$ cat src/rtl/draw_rect_if.sv
// VGA pipeline bus: raster timing plus pixel colour for one pixel per cycle.
//   hcount/vcount : 11 b pixel position
//   hsync/vsync   : sync pulses
//   hblnk/vblnk   : blanking flags
//   rgb           : 12 b colour {r[3:0], g[3:0], b[3:0]}
// The "out" modport is the producer side and the "in" modport is the consumer side.
// master/slave are the same two views under their generic names.
interface vga_if;
  logic [10:0] hcount;
  logic [10:0] vcount;
  logic        hsync;
  logic        vsync;
  logic        hblnk;
  logic        vblnk;
  logic [11:0] rgb;

  modport out    (output hcount, vcount, hsync, vsync, hblnk, vblnk, rgb);
  modport in     (input  hcount, vcount, hsync, vsync, hblnk, vblnk, rgb);
  modport master (output hcount, vcount, hsync, vsync, hblnk, vblnk, rgb);
  modport slave  (input  hcount, vcount, hsync, vsync, hblnk, vblnk, rgb);
endinterface

$ cat src/rtl/draw_rect.sv
// draw_rect: overlays a RECT_WIDTH x RECT_HEIGHT image from an external ROM onto the
// background stream of the 1024x768 VGA chain.
//   clk65MHz     : pixel clock, rising edge
//   rst          : synchronous, active-high reset
//   bg_if        : upstream timing + background rgb
//   draw_rect_if : same fields delayed by 2 cycles, rgb replaced inside the rectangle
//   xpos/ypos    : requested top-left corner, sampled once per frame
//   pixel_addr   : image ROM address {row[5:0], col[5:0]}, registered
//   rgb_pixel    : ROM data for pixel_addr, consumed on the edge after pixel_addr updates
module draw_rect #(
  parameter int unsigned RECT_WIDTH  = 48,
  parameter int unsigned RECT_HEIGHT = 64
) (
  input  logic        clk65MHz,
  input  logic        rst,
  vga_if.in           bg_if,
  vga_if.out          draw_rect_if,
  input  logic [11:0] xpos,
  input  logic [11:0] ypos,
  output logic [11:0] pixel_addr,
  input  logic [11:0] rgb_pixel
);

  // Per-frame position latch.
  logic [11:0] x_l, y_l;
  logic        vblnk_prev;

  // Stage-1 registers.
  logic [10:0] hcount_1, vcount_1;
  logic        hsync_1, vsync_1, hblnk_1, vblnk_1;
  logic [11:0] rgb_1;
  logic        in_rect_1;

  // Stage-1 decode, 13 b wide so x_l + RECT_WIDTH cannot wrap.
  logic [12:0] h13, v13, x13, y13, x_end, y_end;
  logic [11:0] dx, dy;
  logic        in_rect_d;
  logic        latch_pos;

  always_comb begin
    h13   = {2'b00, bg_if.hcount};
    v13   = {2'b00, bg_if.vcount};
    x13   = {1'b0, x_l};
    y13   = {1'b0, y_l};
    x_end = x13 + 13'(RECT_WIDTH);
    y_end = y13 + 13'(RECT_HEIGHT);
    // Blanking gates the overlay, so rectangles past the right/bottom edge never
    // reach into the next line or frame.
    in_rect_d = !bg_if.hblnk && !bg_if.vblnk &&
                (h13 >= x13) && (h13 < x_end) &&
                (v13 >= y13) && (v13 < y_end);
    dx = {1'b0, bg_if.hcount} - x_l;
    dy = {1'b0, bg_if.vcount} - y_l;
    // First blanking line of the frame: position is frozen for the whole next frame.
    latch_pos = bg_if.vblnk && !vblnk_prev;
  end

  always_ff @(posedge clk65MHz) begin
    if (rst) begin
      x_l        <= '0;
      y_l        <= '0;
      vblnk_prev <= 1'b0;
    end else begin
      vblnk_prev <= bg_if.vblnk;
      if (latch_pos) begin
        x_l <= xpos;
        y_l <= ypos;
      end
    end
  end

  // Stage 1: register timing, compute rectangle hit and ROM address.
  always_ff @(posedge clk65MHz) begin
    if (rst) begin
      hcount_1   <= '0;
      vcount_1   <= '0;
      hsync_1    <= 1'b0;
      vsync_1    <= 1'b0;
      hblnk_1    <= 1'b0;
      vblnk_1    <= 1'b0;
      rgb_1      <= '0;
      in_rect_1  <= 1'b0;
      pixel_addr <= '0;
    end else begin
      hcount_1   <= bg_if.hcount;
      vcount_1   <= bg_if.vcount;
      hsync_1    <= bg_if.hsync;
      vsync_1    <= bg_if.vsync;
      hblnk_1    <= bg_if.hblnk;
      vblnk_1    <= bg_if.vblnk;
      rgb_1      <= bg_if.rgb;
      in_rect_1  <= in_rect_d;
      pixel_addr <= {dy[5:0], dx[5:0]};
    end
  end

  // Stage 2: ROM data for the stage-1 address is available here.
  always_ff @(posedge clk65MHz) begin
    if (rst) begin
      draw_rect_if.hcount <= '0;
      draw_rect_if.vcount <= '0;
      draw_rect_if.hsync  <= 1'b0;
      draw_rect_if.vsync  <= 1'b0;
      draw_rect_if.hblnk  <= 1'b0;
      draw_rect_if.vblnk  <= 1'b0;
      draw_rect_if.rgb    <= '0;
    end else begin
      draw_rect_if.hcount <= hcount_1;
      draw_rect_if.vcount <= vcount_1;
      draw_rect_if.hsync  <= hsync_1;
      draw_rect_if.vsync  <= vsync_1;
      draw_rect_if.hblnk  <= hblnk_1;
      draw_rect_if.vblnk  <= vblnk_1;
      draw_rect_if.rgb    <= in_rect_1 ? rgb_pixel : rgb_1;
    end
  end

endmodule

$ cat src/flat_wrapper.sv
// flat-port wrapper written by rule: the top's interface ports become plain ports
module draw_rect_flat 
#(
  parameter int unsigned RECT_WIDTH  = 48,
  parameter int unsigned RECT_HEIGHT = 64
)
  (clk65MHz, rst, xpos, ypos, pixel_addr, rgb_pixel, bg_if_hcount, bg_if_vcount, bg_if_hsync, bg_if_vsync, bg_if_hblnk, bg_if_vblnk, bg_if_rgb, draw_rect_if_hcount, draw_rect_if_vcount, draw_rect_if_hsync, draw_rect_if_vsync, draw_rect_if_hblnk, draw_rect_if_vblnk, draw_rect_if_rgb);
  vga_if bg_if_i ();
  vga_if draw_rect_if_i ();
  input  logic clk65MHz;
  input  logic rst;
  input  logic [11:0] xpos;
  input  logic [11:0] ypos;
  output logic [11:0] pixel_addr;
  input  logic [11:0] rgb_pixel;
  input wire logic [$bits(bg_if_i.hcount)-1:0] bg_if_hcount;
  input wire logic [$bits(bg_if_i.vcount)-1:0] bg_if_vcount;
  input wire logic [$bits(bg_if_i.hsync)-1:0] bg_if_hsync;
  input wire logic [$bits(bg_if_i.vsync)-1:0] bg_if_vsync;
  input wire logic [$bits(bg_if_i.hblnk)-1:0] bg_if_hblnk;
  input wire logic [$bits(bg_if_i.vblnk)-1:0] bg_if_vblnk;
  input wire logic [$bits(bg_if_i.rgb)-1:0] bg_if_rgb;
  output wire logic [$bits(draw_rect_if_i.hcount)-1:0] draw_rect_if_hcount;
  output wire logic [$bits(draw_rect_if_i.vcount)-1:0] draw_rect_if_vcount;
  output wire logic [$bits(draw_rect_if_i.hsync)-1:0] draw_rect_if_hsync;
  output wire logic [$bits(draw_rect_if_i.vsync)-1:0] draw_rect_if_vsync;
  output wire logic [$bits(draw_rect_if_i.hblnk)-1:0] draw_rect_if_hblnk;
  output wire logic [$bits(draw_rect_if_i.vblnk)-1:0] draw_rect_if_vblnk;
  output wire logic [$bits(draw_rect_if_i.rgb)-1:0] draw_rect_if_rgb;
  assign bg_if_i.hcount = bg_if_hcount;
  assign bg_if_i.vcount = bg_if_vcount;
  assign bg_if_i.hsync = bg_if_hsync;
  assign bg_if_i.vsync = bg_if_vsync;
  assign bg_if_i.hblnk = bg_if_hblnk;
  assign bg_if_i.vblnk = bg_if_vblnk;
  assign bg_if_i.rgb = bg_if_rgb;
  assign draw_rect_if_hcount = draw_rect_if_i.hcount;
  assign draw_rect_if_vcount = draw_rect_if_i.vcount;
  assign draw_rect_if_hsync = draw_rect_if_i.hsync;
  assign draw_rect_if_vsync = draw_rect_if_i.vsync;
  assign draw_rect_if_hblnk = draw_rect_if_i.hblnk;
  assign draw_rect_if_vblnk = draw_rect_if_i.vblnk;
  assign draw_rect_if_rgb = draw_rect_if_i.rgb;
  draw_rect #(.RECT_WIDTH(RECT_WIDTH), .RECT_HEIGHT(RECT_HEIGHT)) u_core (.clk65MHz(clk65MHz), .rst(rst), .bg_if(bg_if_i), .draw_rect_if(draw_rect_if_i), .xpos(xpos), .ypos(ypos), .pixel_addr(pixel_addr), .rgb_pixel(rgb_pixel));
endmodule
$ cat config.mk
export PLATFORM = sky130hd
export DESIGN_NAME = draw_rect_flat
export DESIGN_NICKNAME = d
export VERILOG_FILES = /design/src/rtl/draw_rect_if.sv /design/src/rtl/draw_rect.sv /design/src/flat_wrapper.sv
export SDC_FILE = /design/constraint.sdc
export NUM_CORES = 1
export LEC_CHECK = 0
export BUFFER_PORTS_ARGS = -buffer_cell sky130_fd_sc_hd__buf_2
export CAP_MARGIN = 40
export CORE_ASPECT_RATIO = 0.8
export CORE_MARGIN = 10
export CORE_UTILIZATION = 30
export DETAILED_ROUTE_END_ITERATION = 8
export MAX_ROUTING_LAYER = met4
export SLEW_MARGIN = 25
export SYNTH_ARGS = -nofsm -noshare
export SYNTH_HDL_FRONTEND = slang
export SYNTH_SLANG_ARGS = --single-unit
$ cat constraint.sdc
create_clock -name clk65MHz -period 3.2 [get_ports clk65MHz]
set_input_delay 0 -clock clk65MHz [delete_from_list [all_inputs] [get_ports clk65MHz]]
set_output_delay 0 -clock clk65MHz [all_outputs]
set_load 0.1 [all_outputs]
==> flow_metrics.tcl, run 1 <==
set metrics [dict create \
    rows 39 \
    drive_gt1_frac 0.2426 \
    cp.arrival_ns 2.57 \
    critPathMaxFanout 5 \
    met1_length_um 5952 \
    status "finished clean" \
    synth-edff-count 0 \
    met3_length_um 646 \
    hold_viol_final 0 \
    dr.pass1.iters 4 \
    grt_max_degree 115 \
    irDropWorstVdd_v 0.0002961 \
    cp_cell_sequence "inv_1, ha_1, nor3_1, xnor2_1, ha_1, a21oi_1, o21ai_0, o2111a_1, nor4_2" \
    r2r_end "u_core.in_rect_1" \
    cts_hold_buf 74 \
    grt_remaining_overflow 0 \
    dr_wl_met2_um 5282 \
    hpwl_um 8710 \
    final_cell_mix "buf_2 (124), dfxtp_1 (113), dlygate4sd3_1 (75), nor2b_1 (65), nand2_1 (52)" \
    wl_um 12020 \
    chipHeight_um 129 \
    yosysTopAreaCell "dfxtp_1" \
    antenna_found_initial 0 \
    p_leak_nw 2.955 \
    synth_warnings 0 \
    clock_sinks 113 \
    tightest_slew_ns 0.7027 \
    crit_path_end_kind "flop" \
    ys_ff_latch 113 \
    cp-start-kind "flop" \
    period_needed_ns 2.259 \
    die-area_um2 20160 \
    seq_area_frac_synth 0.5077 \
    reg2reg_depth 9 \
    drt-initial-drc-count 126 \
    numPortBuffers 125 \
    die-width_um 156.3 \
    fillers 1342 \
    r2r_start "u_core.x_l[4]" \
    max_slew_margin 0.5306 \
    cts_buffer_depth 2 \
    antenna_left 0 \
    slew_viol_final 0 \
    viasPerCell 4.255 \
    cts_root_buffer "clkbuf_16" \
    holdPathEnd "u_core.rgb_1[11]" \
    crit_required_ns 3.51 \
    num_antenna_cells 0 \
    rsz0062_at_grt "no" \
    synth.area.top_cells "dfxtp_1 (51%), ha_1 (10%), nor2b_1 (9.1%), nand2_1 (4.4%), a21oi_1 (3.7%)" \
    routed.top_layer "met4" \
    ys_types 42 \
    clkTransAtPathRegs_ns 0.05 \
    report.final.setup_viol 0 \
    r2r_slack_ns 0.94 \
    first_global_vias 3846 \
    clock_latency_ns 0.40 \
    crit_top_cell "ha_1" \
    grt_usage 0.1250 \
    drv_cap 0 \
    post_cts_buffers 0 \
    htreeDepth 4 \
    via_count 3676 \
    ys.flop_type "dfxtp_1" \
    max_freq_mhz 442.7 \
    cts_tree "yes" \
    grt_pass1_wl_um 19400 \
    worstHoldPathType "input port to flop" \
    fin_nets 781 \
    numCtsBuffers 17 \
    hp-start "bg_if_rgb[11]" \
    syn_avg_cell_area_um2 9.623 \
    crit_path_top_delay_cell "dfxtp_1" \
    ys_async_sr_fraction 0 \
    mostFrequentLayoutCell "buf_2" \
    start_util 0.3095 \
    worst_path_largest_cell_delay_ns 0.40 \
    fin_total_pwr_mw 4.179 \
    wl_per_cell_um 13.91 \
    whs_ns 0.3366 \
    post-route-period-util 0.7060 \
    syn-num-nets 577 \
    io_pins 126 \
    ctsResizeCount 0 \
    syn_to_final_growth_pct 49.99 \
    power.density_nw_per_um2 625.4 \
    synth_top_area_share 0.5077 \
    syn_area_um2 4456 \
    synth_cells 463 \
    drc 0 \
    core-area_um2 14400 \
    min_delay_path_depth 3 \
    fin_skew_ns 0.006055 \
    gp_congestion 0.8478 \
    worstSetupPathType "flop to flop" \
    finalSetupTns_ns 0 \
]
cell families (layout without fill, tap and decap cells):
kind of cell | Yosys count | after routing | share of synthesized area
xor+xnor | 12 | 12 | 0.02359
simple gates | 172 | 172 | 0.1977
mux | 12 | 12 | 0.02696
fa+ha+maj | 38 | 38 | 0.1101
flops | 113 | 113 | 0.5077
buf+inv | 46 | 263 | 0.03903
compound gates | 70 | 70 | 0.09492
cell type report:
type	instances	area, um2	share of cell area
Tap cell	184	230.2	0.03445
Sequential cell	113	2262	0.3385
Multi-Input combinational cell	304	2019	0.3022
Clock inverter	9	127.6	0.01910
Inverter	27	101.3	0.01517
Timing Repair Buffer	204	1444	0.2161
Clock buffer	23	498.0	0.07452
stage by stage:
step	utilization	cell area (um2)	cells	setup slack, ns
after detailed placement	0.3659	5268	755	0.9839
after CTS	0.4608	6634	861	0.9598
after global routing	0.4642	6683	864	0.7501
after global placement	0.3646	5249	754	1.063
after floorplan	-	4456	463	1.182
final	0.4642	6683	864	0.9409
worst max-delay path by stage:
stage | from | endpoint | depth (start not counted)
after floorplan | u_core.x_l[4] | u_core.in_rect_1 | 9
after global placement | u_core.x_l[4] | u_core.in_rect_1 | 9
after detailed placement | u_core.x_l[4] | u_core.in_rect_1 | 9
after CTS | u_core.x_l[4] | u_core.in_rect_1 | 9
after global routing | u_core.x_l[4] | u_core.in_rect_1 | 9
final | u_core.x_l[4] | u_core.in_rect_1 | 9
sequential cells by signal, indices dropped and copies added (netlist names), 11 cells and up:
register                    cells
u_core.draw_rect_if.rgb        12
u_core.pixel_addr              12
u_core.rgb_1                   12
u_core.x_l                     12
u_core.y_l                     12
u_core.draw_rect_if.hcount     11
u_core.draw_rect_if.vcount     11
u_core.hcount_1                11
u_core.vcount_1                11
routing by layer:
layer | up-vias | global-route usage
met3 | 10 | 0.04196
met2 | 97 | 0.1870
met4 | 0 | 0.04321
met1 | 1630 | 0.1547
met5 | - | -
li1 | 1939 | -
cell usage after synthesis, types with 2 or more instances:
cell,number
mux2i_1,12
fa_1,2
xor2_1,3
nand2_1,52
o21a_1,4
nor2_1,32
and3_1,2
a31oi_1,2
a21oi_1,33
o31ai_1,2
a41oi_1,2
o22ai_1,2
dfxtp_1,113
nor2b_1,65
or4_1,2
clkbuf_1,15
a211oi_1,4
nand2b_1,5
inv_1,27
ha_1,36
nor3_1,4
nand3_1,3
xnor2_1,9
o21ai_0,11
nand4_1,2
buf_1,3
critical path: cells and delay by family, from the launching register on:
| family | cells | cell delay [ns] |
|---|---|---|
| compound gates | 3 | 0.51 |
| xor+xnor | 1 | 0.15 |
| fa+ha+maj | 2 | 0.54 |
| buf+inv | 1 | 0.11 |
| flops | 1 | 0.40 |
| simple gates | 2 | 0.45 |
where the power goes:
group	total [mW]	switching (mW)	internal (mW)
sequential	1.52	0.0331	1.49
clock	1.94	0.619	1.32
combinational	0.716	0.476	0.241
total	4.18	1.13	3.05
Note: power is estimated with default switching activity, not from simulation.
==> inputs of run 2 (changes only) <==
--- a/config.mk
+++ b/config.mk
@@ -5,6 +5,7 @@
 export SDC_FILE = /design/constraint.sdc
 export NUM_CORES = 1
 export LEC_CHECK = 0
+export ABC_AREA = 1
 export BUFFER_PORTS_ARGS = -buffer_cell sky130_fd_sc_hd__buf_2
 export CAP_MARGIN = 40
 export CORE_ASPECT_RATIO = 0.8
==> constraint.sdc (replaced) <==
create_clock -name clk65MHz -period 2.06 [get_ports clk65MHz]
set_input_delay 0 -clock clk65MHz [delete_from_list [all_inputs] [get_ports clk65MHz]]
set_output_delay 0 -clock clk65MHz [all_outputs]
set_load 0.1 [all_outputs]
==> run 2 against run 1 <==
  * Via count increased by 12%
  * Global-route usage up 0.38 points
  * Routed wire length increased by 4.3%
  * Cell count grew 15%
  * Utilization down 0.85 points
  * Synthesized area grew 2.9%
  * Clock power grew 46%
  * Cell area grew 2.4%
  * Register-to-register slack worse by 0.83 ns
==> flow_metrics.tcl, run 2 <==
set metrics [dict create \
    synth-edff-count 0 \
    syn_avg_cell_area_um2 7.929 \
    irDropWorstVdd_v 0.0005278 \
    synth-compound-area-share 0.1043 \
    clock_latency_ns 0.41 \
    crit_required_ns 2.41 \
    clock_sinks 113 \
    syn_to_final_growth_pct 49.30 \
    hpwl_um 8782 \
    post-route-util 0.4558 \
    ys_types 26 \
    report.final.setup_viol 0 \
    slew_viol_final 0 \
    num_antenna_cells 0 \
    synth_most_common_cell "nor2_1" \
    chipHeight_um 130.6 \
    wl_um 12530 \
    gp_congestion 0.8487 \
    fin_nets 904 \
    antenna_found_initial 0 \
    die-width_um 158.2 \
    grt_usage 0.1288 \
    fin_ws_ns 0.1082 \
    rows 40 \
    rsz0062_at_grt "yes" \
    cts_root_buffer "clkbuf_16" \
    clkTransAtPathRegs_ns 0.06 \
    die-area_um2 20650 \
    via_count 4126 \
    ys_async_sr_fraction 0 \
    final_cell_mix "buf_2 (125), nor2_1 (115), dfxtp_1 (111), inv_1 (104), dlygate4sd3_1 (82)" \
    synth_top_cells_by_count "nor2_1 (115), dfxtp_1 (113), inv_1 (107)" \
    synth_cells 578 \
    critPathMaxFanout 3 \
    synth_simple_gate_area_frac 0.1744 \
    viasPerCell 4.159 \
    grt_max_degree 52 \
    hold_viol_final 0 \
    grt_remaining_overflow 0 \
    mostFrequentLayoutCell "buf_2" \
    core-area_um2 15010 \
    grt_pass1_wl_um 20310 \
    worstHoldPathType "input port to flop" \
    ys.flop_type "dfxtp_1" \
    min_delay_path_depth 4 \
    tightest_slew_ns 0.6910 \
    synth_top_family_by_area "simple AND/OR/NAND/NOR gates" \
    htreeDepth 4 \
    power.density_nw_per_um2 944.2 \
    cts_tree "yes" \
    yosysTopAreaCell "dfxtp_1" \
    wl_per_cell_um 12.64 \
    worstSetupPathType "flop to flop" \
    seq_area_frac_synth 0.4936 \
    r2r_slack_ns 0.11 \
    reg2reg_depth 13 \
    numPortBuffers 125 \
    status "finished clean" \
    drt-initial-drc-count 145 \
    synthXorXnorAreaFrac 0.01529 \
    syn_area_um2 4583 \
    dr.pass1.iters 4 \
    io_pins 126 \
    cp-start-kind "flop" \
    ys_ff_latch 113 \
    muxShareOfSynthArea 0 \
    antenna_left 0 \
    synthAdderAreaFrac 0.1070 \
    cts_buffer_depth 2 \
    start_util 0.3053 \
    period_needed_ns 1.952 \
    drc 0 \
    synth.area.top_cells "dfxtp_1 (49%), ha_1 (9.8%), nor2_1 (9.4%), inv_1 (8.8%), o21ai_0 (5.0%)" \
    dp_slack_ns -0.05719 \
    post-route-period-util 0.9475 \
    numCtsBuffers 17 \
    crit_path_end_kind "flop" \
    syn-num-nets 692 \
    max_freq_mhz 512.4 \
    fin_skew_ns 0.006690 \
    synth_top_area_share 0.4936 \
    synth_warnings 0 \
    drv_cap 0 \
    first_global_vias 4117 \
    cp.arrival_ns 2.30 \
    drive_gt1_frac 0.2167 \
    max_slew_margin 0.5386 \
    p_leak_nw 3.439 \
]
## run 2: layout make-up
cell class | count | area, um2
Clock buffer | 19 | 442.9
Clock inverter | 13 | 137.6
Fill cell | 1470 | 8172
Inverter | 109 | 409.1
Multi-Input combinational cell | 337 | 1856
Sequential cell | 113 | 2265
Tap cell | 189 | 236.5
Timing Repair Buffer | 212 | 1496
## run 2: timing repair
action | in CTS | in global routing
buffers inserted | 1 | 0
pin swaps | 0 | 4
hold buffers | 82 | 0
endpoints found under the hold margin | 87 | 0
resized for setup | 2 | 8
setup endpoints to repair | 1 | 1
## run 2: logic make-up after synthesis
group,Yosys count
adder cells (fa/ha/maj),38
buffers and inverters,128
XOR/XNOR,8
flip-flops,113
AND/OR/NAND/NOR,198
AO/OA/AOI/OAI,93
## run 2: worst max-delay path, cell delays in order (launching register included)
cell,delay (ns)
dfxtp_2,0.34
inv_2,0.06
ha_4,0.17
inv_2,0.04
nand4_1,0.13
o21ai_1,0.17
o21ai_1,0.08
ha_1,0.31
a21o_2,0.20
nand3_2,0.07
nand2_1,0.04
nor2_1,0.09
nand3_1,0.06
nor2_1,0.11
## run 2: path summary, 6_finish.rpt
check,startpoint,to
worst min register to register,u_core.hcount_1[8],u_core.draw_rect_if.hcount[8]
worst max register to register,u_core.x_l[5],u_core.in_rect_1
worst min-delay path,bg_if_rgb[4],u_core.rgb_1[4]
worst max-delay path,u_core.x_l[5],u_core.in_rect_1
## run 2: power by group
part           internal (mW)  switching [mW]
Combinational          0.393           0.849
Clock                   1.81            1.03
Sequential              2.33          0.0536
## run 2: stage by stage
step | TNS, ns | instance area [um2] | instances | hold slack [ns] | power (mW)
3_5_place_dp | -0.05719 | 5414 | 877 | 0.2102 | 3.537
5_1_grt | -0.08206 | 6843 | 992 | 0.3513 | 6.778
2_1_floorplan | 0 | 4583 | 578 | 0.1070 | 3.266
6_report | 0 | 6843 | 992 | 0.3261 | 6.461
4_1_cts | 0 | 6825 | 992 | 0.3029 | 6.538
3_3_place_gp | 0 | 5414 | 877 | 0.2000 | 3.531
## run 2: routing by layer
layer / vias to the layer above / GRT usage / wire (um)
met5: - / - / 0
met3: 19 / 0.03855 / 847
met2: 105 / 0.1911 / 5498
met4: 0 / 0.06253 / 231
met1: 1782 / 0.1574 / 5957
li1: 2220 / - / -
==> inputs of run 3 (changes only) <==
--- a/config.mk
+++ b/config.mk
@@ -10,7 +10,8 @@
 export CAP_MARGIN = 40
 export CORE_ASPECT_RATIO = 0.8
 export CORE_MARGIN = 10
-export CORE_UTILIZATION = 30
+export CORE_UTILIZATION = 35
+export CTS_BUF_LIST = sky130_fd_sc_hd__clkbuf_8
 export DETAILED_ROUTE_END_ITERATION = 8
 export MAX_ROUTING_LAYER = met4
 export SLEW_MARGIN = 25
==> constraint.sdc (replaced) <==
create_clock -name clk65MHz -period 1.93 [get_ports clk65MHz]
set_input_delay 0 -clock clk65MHz [delete_from_list [all_inputs] [get_ports clk65MHz]]
set_output_delay 0 -clock clk65MHz [all_outputs]
set_load 0.1 [all_outputs]
==> run 3 against run 2 <==
  * The run now ends with negative setup slack left
  * Clock skew increased by 0.0060 ns
  * Sequential cell count unchanged
  * Critical path depth unchanged
  * Cell area decreased by 2.5%
  * Sequential share of layout area increased by 0.84 points
  * Non-clock buffer count increased by 6
  * Global-route usage increased by 1.8 points
  * Register-to-register slack got worse by 0.13 ns
  * Maximum frequency decreased by 0.16%
  * Via count increased by 2.4%
  * Count of clock-buffer cells in the layout decreased by 1
  * Combinational power increased by 8%
  * Largest cell class unchanged
==> flow_metrics.tcl, run 3 (synthesized netlist as in run 2, its figures left out) <==
set metrics [dict create \
    grt_remaining_overflow 0 \
    wl_um 12500 \
    clock_sinks 113 \
    start_util 0.3574 \
    crit_path_start "u_core.x_l[4]" \
    hold_viol_final 0 \
    antenna_found_initial 0 \
    cts_buffer_depth 2 \
    fin_nets 910 \
    crit_required_ns 2.31 \
    clock_latency_ns 0.45 \
    drive_gt1_frac 0.2200 \
    io_pins 126 \
    cts_root_buffer "clkbuf_8" \
    critPathTopFamily "simple AND/OR/NAND/NOR gates" \
    rsz0062_at_grt "yes" \
    p_leak_nw 3.401 \
    mostFrequentLayoutCell "buf_2" \
    fin_skew_ns 0.01264 \
    drt-initial-drc-count 203 \
    htreeDepth 4 \
    core-area_um2 12820 \
    numPortBuffers 125 \
    crit_path_end_kind "flop" \
    final_cells 984 \
    post-route-period-util 1.013 \
    first_global_vias 4300 \
    hpwl_um 8802 \
    cp-start-kind "flop" \
    viasPerCell 4.296 \
    cp_cell_sequence "inv_2, ha_4, inv_2, nand4_1, o21ai_1, o21ai_1, ha_1, a21o_2, nand3_2, nand2_1, nor2_1, nand3_1, nor2_1" \
    grt_max_degree 47 \
    rows 37 \
    placedCellCount 869 \
    max_freq_mhz 511.5 \
    period_needed_ns 1.955 \
    r2r_start "u_core.x_l[4]" \
    drv_cap 0 \
    worst_path_largest_cell_delay_ns 0.34 \
    cp.arrival_ns 2.33 \
    syn_to_final_growth_pct 45.59 \
    max_slew_margin 0.5413 \
    slew_viol_final 0 \
    cts_tree "yes" \
    hp-start "rst" \
    dr.pass1.iters 4 \
    seq_area_um2 2265 \
    power.density_nw_per_um2 918.4 \
    crit_path_top_delay_cell "dfxtp_2" \
    multiInputGateArea_um2 1856 \
    critPathBufInv 2 \
    clkTransAtPathRegs_ns 0.07 \
    die-area_um2 18100 \
    fin_total_pwr_mw 6.128 \
    die-width_um 147.9 \
    gp_congestion 0.8516 \
    grt_usage 0.1465 \
    wl_per_cell_um 12.70 \
    irDropWorstVdd_v 0.0004860 \
    dp_slack_ns -0.08636 \
    fin_ws_ns -0.02485 \
    worstHoldPathType "input port to flop" \
    status "finished with violations" \
    numCtsBuffers 17 \
    fillers 1194 \
    critPathMaxFanout 3 \
    drc 0 \
    tightest_slew_ns 0.6871 \
    final_cell_mix "buf_2 (125), nor2_1 (115), dfxtp_1 (111), inv_1 (108), dlygate4sd3_1 (81)" \
    antenna_left 0 \
    whs_ns 0.1294 \
    failed_checks "negative setup slack" \
    grt_pass1_wl_um 20650 \
    worstSetupPathType "flop to flop" \
    via_count 4227 \
    chipHeight_um 122.4 \
    num_antenna_cells 0 \
    report.final.setup_viol 1 \
]
run 3: area by class of cell:
type | count | area share
inverter | 109 | 0.06132
clock buffer | 18 | 0.03713
sequential | 113 | 0.3394
multi-input combinational | 337 | 0.2781
clock inverter | 14 | 0.02250
timing repair buffer | 218 | 0.2288
tap | 175 | 0.03281
run 3: where the power goes:
group	total, mW	internal [mW]	switching, mW	leakage, nW
Sequential	2.53	2.48	0.0558	0.937
Combinational	1.34	0.429	0.908	2.25
Clock	2.26	1.28	0.973	0.217
Total	6.13	4.19	1.94	3.40
run 3: through the flow:
stage	setup TNS (ns)	util	instance area, um2
floorplan	0	-	4583
global placement	0	0.4234	5429
detailed placement	-0.08636	0.4234	5429
CTS	0	0.5188	6653
global route	-0.2704	0.5203	6673
finish	-0.02485	0.5203	6673
run 3: metal layers:
layer | vias up | routed length (um) | GRT usage | part of all wire
met5 | - | 0 | - | 0
met4 | 0 | 235 | 0.06489 | 0.019
met3 | 24 | 729 | 0.04634 | 0.058
met2 | 118 | 5764 | 0.2368 | 0.46
met1 | 1856 | 5769 | 0.1649 | 0.46
li1 | 2229 | - | - | -
run 3: path summary, 6_finish.rpt:
path / slack (ns) / end / cells after the start
setup / recovery: -0.02 / u_core.in_rect_1 / 13
hold / removal: 0.13 / u_core.pixel_addr[0] / 3
setup reg to reg: -0.02 / u_core.in_rect_1 / 13
hold reg to reg: 0.39 / u_core.draw_rect_if.vcount[5] / 2
run 3: tightest hold or removal path, stage by stage:
cell and delay, ns:
buf_2 0.18, buf_4 0.25, nor2_1 0.10
run 3: repair_timing:
action / in CTS / in global routing
hold endpoints to repair: 82 / 0
buffers inserted: 0 / 2
hold buffers: 81 / 0
pin swaps: 4 / 8
endpoints found under the setup margin: 1 / 1
resized for setup: 7 / 3
